$ cat config.mk
export PLATFORM = sky130hd
export DESIGN_NAME = pipe_stage_skid
export DESIGN_NICKNAME = d
export VERILOG_FILES = /design/src/rtl/pipe_stage_skid.sv
export SDC_FILE = /design/constraint.sdc
export NUM_CORES = 1
export LEC_CHECK = 0
export CORE_MARGIN = 4
export CORE_UTILIZATION = 25
export DETAILED_ROUTE_END_ITERATION = 8
export DONT_BUFFER_PORTS = 1
export MAX_ROUTING_LAYER = met4
export SLEW_MARGIN = 20
export SYNTH_ARGS = -nofsm -noshare
export SYNTH_HDL_FRONTEND = slang
export SYNTH_SLANG_ARGS = --single-unit
$ cat constraint.sdc
create_clock -name clk -period 1.89 [get_ports clk]
set_input_delay 0.0945 -clock clk [delete_from_list [all_inputs] [get_ports clk]]
set_output_delay 0.0945 -clock clk [all_outputs]
set_load 0.05 [all_outputs]
$ cat src/rtl/pipe_stage_skid.sv
// pipe_stage_skid: valid/ready pipeline boundary register carrying one opaque
// payload bus. With SKID=1 a second entry absorbs the beat that arrives while
// downstream stalls, so in_ready comes straight from a flop. With SKID=0 it is
// a single register whose in_ready is combinational. The low CTRL_W payload
// bits are control flags and are cleared whenever the stage holds no beat.
module pipe_stage_skid #(
  parameter int DATA_W = 64,
  parameter int CTRL_W = 8,
  parameter int SKID   = 1
) (
  input  logic              clk,
  input  logic              reset,
  input  logic              in_valid,
  output logic              in_ready,
  input  logic [DATA_W-1:0] in_data,
  input  logic              flush,
  output logic              out_valid,
  input  logic              out_ready,
  output logic [DATA_W-1:0] out_data,
  output logic [1:0]        occupancy
);

  typedef enum logic [1:0] {
    EMPTY = 2'd0,
    BUSY  = 2'd1,
    FULL  = 2'd2
  } state_t;

  // ones over the control field, zeros over the upper payload bits
  localparam logic [DATA_W-1:0] CTRL_MASK = {DATA_W{1'b1}} >> (DATA_W - CTRL_W);
  localparam logic [DATA_W-1:0] KEEP_MASK = ~CTRL_MASK;

  state_t            state;
  state_t            nstate;
  logic [DATA_W-1:0] mainq;
  logic [DATA_W-1:0] skidq;
  logic              rdyq;
  logic              in_fire;
  logic              out_fire;
  logic              loadmain;
  logic              loadskid;
  logic              skidtomain;

  assign out_valid = (state != EMPTY);
  assign out_data  = mainq;
  assign occupancy = state;

  // rdyq is reset to 1 so in_ready rises in the first cycle after reset;
  // the explicit reset term keeps in_ready low while reset is held
  assign in_ready = ~reset & ((SKID != 0) ? rdyq : (~out_valid | out_ready));

  assign in_fire  = in_valid & in_ready;
  assign out_fire = out_valid & out_ready;

  // state register and the registered ready flag derived from the next state
  always_ff @(posedge clk) begin
    if (reset) begin
      state <= EMPTY;
      rdyq  <= 1'b1;
    end else begin
      state <= nstate;
      rdyq  <= (nstate != FULL);
    end
  end

  // next-state and register-load decisions; flush overrides every transfer
  always_comb begin
    nstate     = state;
    loadmain   = 1'b0;
    loadskid   = 1'b0;
    skidtomain = 1'b0;
    unique case (state)
      EMPTY: begin
        if (in_fire) begin
          nstate   = BUSY;
          loadmain = 1'b1;
        end
      end
      BUSY: begin
        if (in_fire && out_fire) begin
          loadmain = 1'b1;
        end else if (in_fire && (SKID != 0)) begin
          nstate   = FULL;
          loadskid = 1'b1;
        end else if (out_fire) begin
          nstate = EMPTY;
        end
      end
      FULL: begin
        if (out_fire) begin
          nstate     = BUSY;
          skidtomain = 1'b1;
        end
      end
      default: begin
        nstate = EMPTY;
      end
    endcase
    if (flush) begin
      nstate     = EMPTY;
      loadmain   = 1'b0;
      loadskid   = 1'b0;
      skidtomain = 1'b0;
    end
  end

  // payload registers; control bits are cleared whenever an entry empties
  always_ff @(posedge clk) begin
    if (reset) begin
      mainq <= '0;
      skidq <= '0;
    end else begin
      if (loadmain) begin
        mainq <= in_data;
      end else if (skidtomain) begin
        mainq <= skidq;
      end else if (nstate == EMPTY) begin
        mainq <= mainq & KEEP_MASK;
      end
      if (loadskid) begin
        skidq <= in_data;
      end else if (nstate != FULL) begin
        skidq <= skidq & KEEP_MASK;
      end
    end
  end

endmodule

# Word level (Yosys, flattened, before mapping)
# Cells that the tools add are included.
# W data, S select, Z words.
[totals]
wordCells = 42
out_inout_bits = 68
regBits = 131
[op_classes]
n_bitwise = 4
eq_ne = 3
muxes = 22
n_reduce_logical = 7
[op_table]
columns = ["operator", "count"]
rows = [
  ["$mux W64", 3],
  ["$mux W8", 2],
  ["$mux W2", 6],
  ["$mux W1", 9],
  ["$pmux W2 S3", 1],
  ["$reduce_bool A2 Y1", 3],
  ["$logic_not A2 Y1", 2],
  ["$and A1 B1 Y1", 3],
  ["$reduce_bool A3 Y1", 1],
  ["$eq A2 B1 Y1 const B", 1],
  ["$eq A2 B2 Y1 const B", 1],
  ["$ne A2 B2 Y1 const B", 1],
  ["$pmux W1 S2", 1],
  ["$logic_and A1 B1 Y1", 1],
  ["$not A1 Y1", 1],
]

# Depth between registers and ports, before layout
# Gate-level depths: netlist (run 1).
[logic_depth]
ltp_word = 11
depth_mapped = 7

# Worst setup path after synthesis (run 1)
# Ideal clock, no wire load.
[synth_path]
kind = "register to register"
start = "register state[0], in the netlist occupancy[0]"
end = "register skidq[43]"
n_path_buf = 3
synth_period_minus_slack_ns = 1.887
slack_ns = 0.003
arrival_ns = 1.755
required_ns = 1.758
path_stages_with_launch = 7
path_cell_list = "dfxtp_1 -> buf_4 -> or3b_1 -> buf_2 -> clkbuf_2 -> o21ai_0 -> a21oi_1"
[synth_between]
elab_chain_len = 6
elab_cells_between_ends = 7
classes_between = "1 x eq/ne; 3 x mux; 1 x bitwise; 2 x reduce/logical"
[synth_lines]
columns = ["item", "line_no", "rtl"]
rows = [
  ["start, declared", "33", "state_t state;"],
  ["start signal, assigned", "61", "state <= nstate;"],
  ["$reduce_bool A2 Y1", "44", "assign out_valid = (state != EMPTY);"],
  ["$and A1 B1 Y1", "53", "assign out_fire = out_valid & out_ready;"],
  ["$logic_and A1 B1 Y1", "80", "if (in_fire && out_fire) begin"],
  ["$mux W1", "80", ""],
  ["$mux W1 (*)", "72", "unique case (state)"],
  ["$mux W1 (*)", "99", "if (flush) begin"],
  ["end signal, assigned", "121", "skidq <= in_data;"],
  ["end signal, assigned", "123", "skidq <= skidq & KEEP_MASK;"],
  ["end, declared", "36", "logic [DATA_W-1:0] skidq;"],
]
# Mark *: on every way between the ends. The rest lies on a longest branch, timed or not.
# A chain may end at the register's enable or synchronous reset.

# Worst setup path in the final report (run 1)
[layout_path]
start = "register state[0], in the netlist occupancy[0]"
end = "register skidq[14]"
# The elaborated chain is that of the path after synthesis.

==> key figures, run 1 <==
Timing
  • Period utilization: 0.882
  • Max_slew headroom: 0.600
  • Final min period: 1.67 ns
  • Highest Clock Rate: ~0.60 GHz
  • Worst slew pin tran: 0.597 ns
  • Final setup violation count: 0
  • Fin. Hold Viols: 129
  • Fin. max-slew vios: 0
  • Setup TNS Final: 0 ns
  • RSZ-0062 raised after global routing: no
  • Skew final: 0.00838 ns
  • Hold slack final: -0.255 ns

Min path
  • Min-delay src: reset
  • HP Class: primary input to register

Power and ir drop
  • Logic gate share of total power: 0.075
  • Static leakage: 2.22 nW
  • Clock share of power: 0.503
  • Sequential Power Share: 0.422
  • Net switching power: 1.67 mW
  • Sw Ratio: 0.243
  • Worst VDD drop: 433 uV
  • Total power: 6.86 mW
  • Internal cell power: 5.19 mW
  • Power Dens Cells: 938 mW/mm2

Floorplanning
  • Num rows: 56
  • Core area: 0.0238 mm2
  • Effective utilization at floorplan: 0.257
  • Io pins: 137
  • DIE HEIGHT: ~160 um
  • Die X: 164 um
  • Die area: between 0.02 and 0.03 mm2

Detailed routing
  • Detail Route Antenna Nets: 0
  • Initial DRC Count: 581
  • DR pass1 iterations: 5
  • Routed len/inst: around 20 um
  • Residual DRC: 0
  • Routed WL: about 20000 um
  • Vias/cell: 5.54
  • Vias: ~5600

Flow run
  • Max Cap Viol: 0

Synth
  • Synth Net Count: 762
  • Cell Area, Synth: just over 0.006 mm2
  • Post-Synthesis Cells: between 600 and 700
  • Synth Register Bits: 131
  • Ys async rst share: 0
  • Seq/Total Area, Yosys: 0.429
  • Post-synth top flop: dfxtp_1
  • Synth warnings: 0
  • Post-synth EDFFs: 0
  • Yosys cell types: 39
  • Syn Area/Cell: 8.82 um2

Worst setup path
  • Crit path DAT: 1.97 ns
  • CP startpoint: occupancy[0]
  • Critical Path RT: 2.19 ns
  • CP cell instances: or3b_2 > buf_4 > o21ai_0 > a21oi_1
  • Largest fanout on the critical path: 35
  • Crit. End Element: register
  • Startpoint class of the critical path: register
  • Crit Path Category: register to register
  • CP peak stage delay: 0.49 ns
  • RR Startpoint: occupancy[0]
  • Worst path slowest cell: or3b_2

Clocking
  • Post-CTS Setup Bufs: 0
  • Worst-Skew Late Latency: 0.42 ns
  • CTS Buffer Depth: 2
  • Hold_buf cts: 3
  • Post-cts sizing count: 0
  • CTS sink count: 131
  • Cts bufs inserted: 17
  • Reg clk slew, reported paths: around 0.060 ns
  • CTS root buf: clkbuf_16
  • CTS tree: built
  • H-tree Lvls: 4

GRT
  • Total grt overflow: 0
  • Number of global-route vias before repair: 5275
  • First-pass GRT wire length: 30800 um
  • Initial antenna violation count: 0
  • Total GRT Usage: 0.148
  • Pin count of the biggest net entering global routing: 134

Placed design
  • RePlAce Congestion: approximately 0.74
  • I/O Buffers: 0
  • DP Area: 0.00665 mm2
  • Detailed Place HPWL: ~11000 um

Cells and area
  • Finished Cell Area: around 0.0073 mm2
  • Share of layout cells above drive strength 1: 0.163
  • Antenna cell count: 0
  • Synth-to-Final Area Change: 19.5%
  • Layout Nets: 750

Outcome
  • Failing checks: hold timing
  • Status: finished with violations
[layout by cell type (no fill, tap or decap), types with 8 or more instances in the layout]
cell type / Yosys / final
o21ai_0: 53 / 53
buf_4: 8 / 55
nor2b_1: 56 / 55
nor2_1: 9 / 9
o311ai_0: 11 / 11
nand2_1: 11 / 11
a311oi_2: 8 / 8
nand3_1: 56 / 56
buf_12: 0 / 9
nor3_1: 8 / 8
clkbuf_16: 0 / 17
a32oi_1: 62 / 62
dfxtp_1: 131 / 131
o311ai_1: 45 / 45
a21oi_1: 110 / 110
nand4_1: 10 / 10
[cells by family after synthesis]
logic type      share of synthesized area
buf+inv                            0.0823
compound gates                      0.333
xor+xnor                          0.00143
flops                               0.429
simple gates                        0.155
[critical path: cells and delay by family (launching register included)]
kind            cells  cell delay, ns
simple gates        1            0.49
flops               1            0.48
compound gates      2            0.29
buf+inv             1            0.26
[power groups by stage]
stage / Clock (mW) / Combinational (mW) / Sequential, mW
after CTS: 3.54 / 0.518 / 2.89
after global placement: 0 / 0.477 / 2.95
after floorplan: 0 / 0.335 / 3.05
final: 3.45 / 0.515 / 2.89
after detailed placement: 0 / 0.481 / 2.95
after global routing: 3.66 / 0.549 / 2.90
[through the flow]
step | util | std cells | setup WS [ns]
after global placement | 0.280 | 978 | 0.276
final | 0.308 | 1013 | 0.224
after detailed placement | 0.280 | 978 | 0.260
after global routing | 0.308 | 1013 | 0.0761
after floorplan | - | 693 | 0.00255
after CTS | 0.308 | 1013 | 0.230
[cells in the mapped netlist (all sizes together), types with 3 or more instances]
library cell  count  area (um2)
dfxtp           131        2620
a21oi           110         551
a32oi            62         543
o21ai            57         285
nand3            56         280
nor2b            56         350
o311ai           56         490
clkbuf           51         194
buf              47         302
nand2            11        41.3
nand4            10        62.6
a311oi            9         129
nor2              9        33.8
nor3              8        40.0
or2               3        18.8
[area by class of cell]
cell class | count | area [um2]
Clock buffer | 23 | 488
Clock inverter | 9 | 126
Fill cell | 2485 | 16400
Inverter | 2 | 7.51
Multi-Input combinational cell | 462 | 3020
Sequential cell | 131 | 2620
Tap cell | 319 | 399
Timing Repair Buffer | 67 | 641
[flip-flops by register name (all words and copies together), names as in the netlist]
register,flops
out_data,64
skidq,64
occupancy,2
rdyq,1
[path summary, 6_finish.rpt]
kind,endpoint,slack [ns],cells past startpoint
worst min register to register,out_data[59],0.47,2
worst min-delay path,skidq[2],-0.26,1
worst max-delay path,skidq[14],0.22,4
worst max register to register,skidq[14],0.22,4
[per-layer routing]
metal,routed length (um),track usage,vias up
met5,0,-,-
met4,302,0.0469,0
met3,1990,0.0549,19
met2,9350,0.226,206
met1,8440,0.183,2733
li1,-,-,2649
Note: power is estimated with default switching activity, not from simulation.
==> run 2, diff against run 1 <==
- CORE_UTILIZATION: 25 -> 63
- PLACE_DENSITY: default -> 0.79
==> key figures, run 2 (synthesis gave the netlist of run 1 again) <==
GRT
  • Initial antenna violation count: 0
  • First-pass GRT wire length: 28000 um
  • Total grt overflow: 0
  • Total GRT Usage: 0.306
  • Number of global-route vias before repair: about 5700
  • Pin count of the biggest net entering global routing: about 130

Floorplanning
  • Num rows: 35
  • Io pins: 137
  • DIE HEIGHT: 107 um
  • Core area: roughly 0.0093 mm2
  • Effective utilization at floorplan: 0.656
  • Die area: 0.0113 mm2
  • Die X: 107 um

Placed design
  • RePlAce Congestion: 0.790
  • Detailed Place HPWL: 9760 um
  • I/O Buffers: 0
  • Worst slack at placement: 0.168 ns

Timing
  • Max_slew headroom: 0.630
  • Hold slack final: -0.340 ns
  • Fin worst setup slack: 0.211 ns
  • Period utilization: 0.888
  • Final min period: 1.68 ns
  • Fin. max-slew vios: 0
  • RSZ-0062 raised after global routing: no
  • Skew final: 0.00822 ns
  • Final setup violation count: 0
  • Worst slew pin tran: 0.552 ns
  • Highest Clock Rate: between 0.5 and 0.6 GHz
  • Setup TNS Final: 0 ns
  • Fin. Hold Viols: 131

Cells and area
  • Share of layout cells above drive strength 1: 0.163
  • Antenna cell count: 0
  • Synth-to-Final Area Change: 13.9%
  • Most frequent cells in the layout: 131 x dfxtp_1, 110 x a21oi_1, 62 x a32oi_1, 57 x buf_4, 56 x nand3_1
  • Most common cell after layout, fill and taps aside: dfxtp_1
  • Final core utilization: 0.747
  • Layout Nets: ~750

Clocking
  • Post-CTS Setup Bufs: 0
  • CTS sink count: 131
  • CTS tree: built
  • Hold_buf cts: 2
  • CTS root buf: clkbuf_8
  • Worst-Skew Late Latency: ~0.50 ns
  • CTS Buffer Depth: 2
  • Cts bufs inserted: 17
  • H-tree Lvls: 4
  • Reg clk slew, reported paths: 0.06 ns

Detailed routing
  • Residual DRC: 0
  • Vias: 5708
  • Initial DRC Count: 464
  • Routed WL: 17000 um
  • DR pass1 iterations: 5
  • Detail Route Antenna Nets: 0
  • Vias/cell: 6.94
  • Routed len/inst: just over 20 um

Outcome
  • Status: finished with violations
  • Failing checks: hold timing

Worst setup path
  • R2R Path End: out_data[59]
  • Crit. End Element: primary output
  • Largest fanout on the critical path: 9
  • RR Startpoint: occupancy[1]
  • Crit path DAT: ~1.6 ns
  • Slack of the worst reg-to-reg path: 0.26 ns
  • Worst reg-to-reg path cell count: 4
  • Critical Path RT: 1.80 ns
  • Crit Path Category: register to primary output
  • Startpoint class of the critical path: register

Min path
  • HP Class: primary input to register
  • Min-delay src: reset
  • WHS Endpoint: out_data[3]
  • Min-Delay Path Depth: 1

Flow run
  • Max Cap Viol: 0

Power and ir drop
  • Worst VDD drop: 727 uV
  • Static leakage: 2.16 nW
  • Power Dens Cells: around 940 mW/mm2
-- run 2: cell count changes in the layout (fill, tap and decap cells not counted), moves of 2 or more --
cell	change
buf_12	-3
buf_4	+2
clkbuf_8	-2
clkinv_2	-4
clkinv_4	+3
clkinvlp_4	+3
inv_6	+3
-- run 2: power by group --
group,switching [mW],internal [mW],leakage [nW]
clock network,1.24,1.93,0.272
registers,0.0875,2.81,1.06
logic,0.305,0.164,0.826
total,1.64,4.91,2.16
-- run 2: critical path: stages, from the launching register on --
cell     delay, ns
dfxtp_1       0.50
buf_4         0.28
or2_2         0.31
-- run 2: area by class of cell --
| class | count | area [um2] |
|---|---|---|
| Inverter | 2 | 7.51 |
| Tap cell | 129 | 161 |
| Clock inverter | 13 | 151 |
| Sequential cell | 131 | 2620 |
| Clock buffer | 19 | 432 |
| Multi-Input combinational cell | 462 | 3010 |
| Timing Repair Buffer | 66 | 579 |
| Fill cell | 673 | 2360 |
-- run 2: worst max path at each step --
stage,cells past startpoint,start,endpoint
3_5_place_dp,4,occupancy[1],out_data[38]
4_1_cts,4,occupancy[1],skidq[42]
5_1_grt,5,occupancy[0],out_data[35]
6_report,2,occupancy[1],out_valid
3_3_place_gp,4,occupancy[1],out_data[57]
2_1_floorplan,6,occupancy[0],skidq[43]
-- run 2: layer usage --
| layer | up-vias | GRT usage | part of all wire |
|---|---|---|---|
| met5 | - | - | 0 |
| met4 | 0 | 0.103 | 0.018 |
| met3 | 28 | 0.0716 | 0.087 |
| met2 | 256 | 0.501 | 0.50 |
| met1 | 2787 | 0.373 | 0.39 |
| li1 | 2637 | - | - |
-- run 2: timing repair --
item	4_1_cts	5_1_grt
gates resized for setup	0	1
endpoints found under the setup margin	0	3
endpoints found under the hold margin	131	131
-- run 2: through the flow --
stage | power, mW | instance area, um2 | std cells
detailed placement | 3.41 | 6360 | 788
CTS | 6.57 | 6960 | 822
global placement | 3.40 | 6360 | 788
finish | 6.54 | 6970 | 822
global route | 6.74 | 6970 | 822
floorplan | 3.38 | 6110 | 693
==> run 3, diff against run 2 <==
--- a/config.mk
+++ b/config.mk
@@ -6,4 +6,5 @@
 export NUM_CORES = 1
 export LEC_CHECK = 0
+export CAP_MARGIN = 20
 export CORE_MARGIN = 4
 export CORE_UTILIZATION = 63
==> constraint.sdc (replaced) <==
create_clock -name clk -period 1.89 [get_ports clk]
set_input_delay 0.0945 -clock clk [delete_from_list [all_inputs] [get_ports clk]]
set_output_delay 0.0945 -clock clk [all_outputs]
set_load 0.1 [all_outputs]
==> key figures, run 3 (synthesis gave the netlist of run 1 again) <==
Detailed routing
  • Vias/cell: 6.94
  • Routed len/inst: 20.8 um
  • Residual DRC: 0
  • DR pass1 iterations: 6
  • Vias: 5882
  • Initial DRC Count: 607
  • Detail Route Antenna Nets: 0
  • Routed WL: 17700 um

Outcome
  • Failing checks: hold timing
  • Status: finished with violations

Timing
  • Fin. max-slew vios: 0
  • Hold slack final: -0.341 ns
  • Highest Clock Rate: 0.551 GHz
  • Final min period: 1.81 ns
  • Worst slew pin tran: roughly 0.55 ns
  • Max_slew headroom: 0.630
  • RSZ-0062 raised after global routing: yes
  • Skew final: 0.00711 ns
  • Final setup violation count: 0
  • Fin. Hold Viols: roughly 130
  • Period utilization: 0.960

Clocking
  • CTS Buffer Depth: 2
  • CTS sink count: 131
  • Cts bufs inserted: 17
  • Reg clk slew, reported paths: 0.06 ns
  • H-tree Lvls: 4
  • Worst-Skew Late Latency: between 0.5 and 0.6 ns
  • CTS root buf: clkbuf_8
  • CTS tree: built
  • Hold_buf cts: 7

Power and ir drop
  • Sw Ratio: 0.281
  • Clock share of power: 0.458
  • Net switching power: 1.85 mW
  • Internal cell power: 4.73 mW
  • Power Dens Cells: 920 mW/mm2
  • Static leakage: 2.30 nW
  • Worst VDD drop: 622 uV
  • Sequential Power Share: 0.432
  • Logic gate share of total power: 0.110

GRT
  • Pin count of the biggest net entering global routing: roughly 130
  • Initial antenna violation count: 0
  • Met2 Use GR: 0.511
  • First-pass GRT wire length: 27900 um
  • Total grt overflow: 0
  • Number of global-route vias before repair: 5634
  • GRT busiest layer: met2
  • Total GRT Usage: 0.309
  • Met3 Use GR: 0.0862
  • GR met1 Demand/Resource: 0.362

Worst setup path
  • R2R Path End: skidq[4]
  • Worst Path Buf+Inv: 1
  • CP cell instances: and4bb_4 > a32oi_1 > nor2_1 > dlygate4sd3_1
  • Crit. End Element: register
  • RR Startpoint: occupancy[1]
  • Largest fanout on the critical path: 21
  • CP startpoint: occupancy[1]
  • Crit path DAT: 2.27 ns
  • Startpoint class of the critical path: register
  • Slack of the worst reg-to-reg path: roughly 0.077 ns
  • Critical Path RT: 2.34 ns
  • Worst path slowest cell: and4bb_4
  • Critical path's top delay family: simple AND/OR/NAND/NOR gates
  • CP peak stage delay: 0.55 ns
  • Crit Path Category: register to register
  • CP endpoint: skidq[4]
  • WP depth: 4
  • Worst reg-to-reg path cell count: 4

Placed design
  • Detailed Place HPWL: 10000 um
  • RePlAce Congestion: 0.807
  • Dpl cells: 809
  • I/O Buffers: 0

Floorplanning
  • Effective utilization at floorplan: 0.656
  • DIE HEIGHT: 107 um
  • Num rows: 35
  • Die area: 0.0113 mm2
  • Die X: 107 um
  • Io pins: 137
  • Core area: 0.00933 mm2

Cells and area
  • Synth-to-Final Area Change: 16.8%
  • Fin cells: 848
  • Share of layout cells above drive strength 1: 0.192
  • Seq. cell area: 0.00263 mm2
  • Most common cell after layout, fill and taps aside: dfxtp_1
  • Layout Nets: 775
  • Final core utilization: 0.766
  • # fillers: between 600 and 700
  • Multi-input combinational cell area: 0.00302 mm2
  • Most frequent cells in the layout: 129 x dfxtp_1, 110 x a21oi_1, 79 x buf_4, 62 x a32oi_1, 56 x nand3_1
  • Antenna cell count: 0

Min path
  • HP Class: primary input to register

Flow run
  • Max Cap Viol: 0
[run 3: worst min path at each step]
stage                   to   startpoint  slack [ns]  cells after the start
6_report       out_data[6]        reset       -0.34                      1
5_1_grt        out_data[4]        reset       -0.37                      1
4_1_cts        out_data[6]        reset       -0.36                      1
3_5_place_dp   out_data[3]        reset        0.18                      1
3_3_place_gp   out_data[5]        reset        0.17                      1
2_1_floorplan    skidq[10]  in_data[10]        0.24                      2
[run 3: timing repair]
item / in CTS / in global routing
resized for setup: 0 / 2
setup buffers: 0 / 0
setup endpoints to repair: 0 / 9
hold endpoints to repair: 131 / 125
[run 3: final cells by class]
| type | count | area share |
|---|---|---|
| clock inverters | 12 | 0.0137 |
| clock buffers | 20 | 0.0638 |
| inverters | 2 | 0.00105 |
| well taps | 129 | 0.0226 |
| multi-input cells | 462 | 0.422 |
| repair buffers | 92 | 0.109 |
| flip-flops and latches | 131 | 0.368 |
[run 3: per-stage QoR]
step	setup TNS [ns]	cell area, um2	worst slack (ns)	power (mW)
after floorplan	0	6120	0.0513	3.56
after global placement	0	6510	0.362	3.60
after detailed placement	0	6510	0.277	3.61
after CTS	0	7140	0.0496	6.58
after global routing	-0.0196	7140	-0.0196	6.76
final	0	7140	0.0765	6.57
[run 3: power by group through the flow]
stage / Combinational [mW] / Sequential, mW / Clock, mW
final: 0.726 / 2.84 / 3.01
after global routing: 0.754 / 2.85 / 3.17
after CTS: 0.720 / 2.84 / 3.02
after detailed placement: 0.712 / 2.90 / 0
after global placement: 0.700 / 2.90 / 0
after floorplan: 0.344 / 3.21 / 0
[run 3: metal layers]
metal,share of wire,vias up
li1,-,2693
met1,0.38,2832
met2,0.51,324
met3,0.099,33
met4,0.019,0
met5,0,-
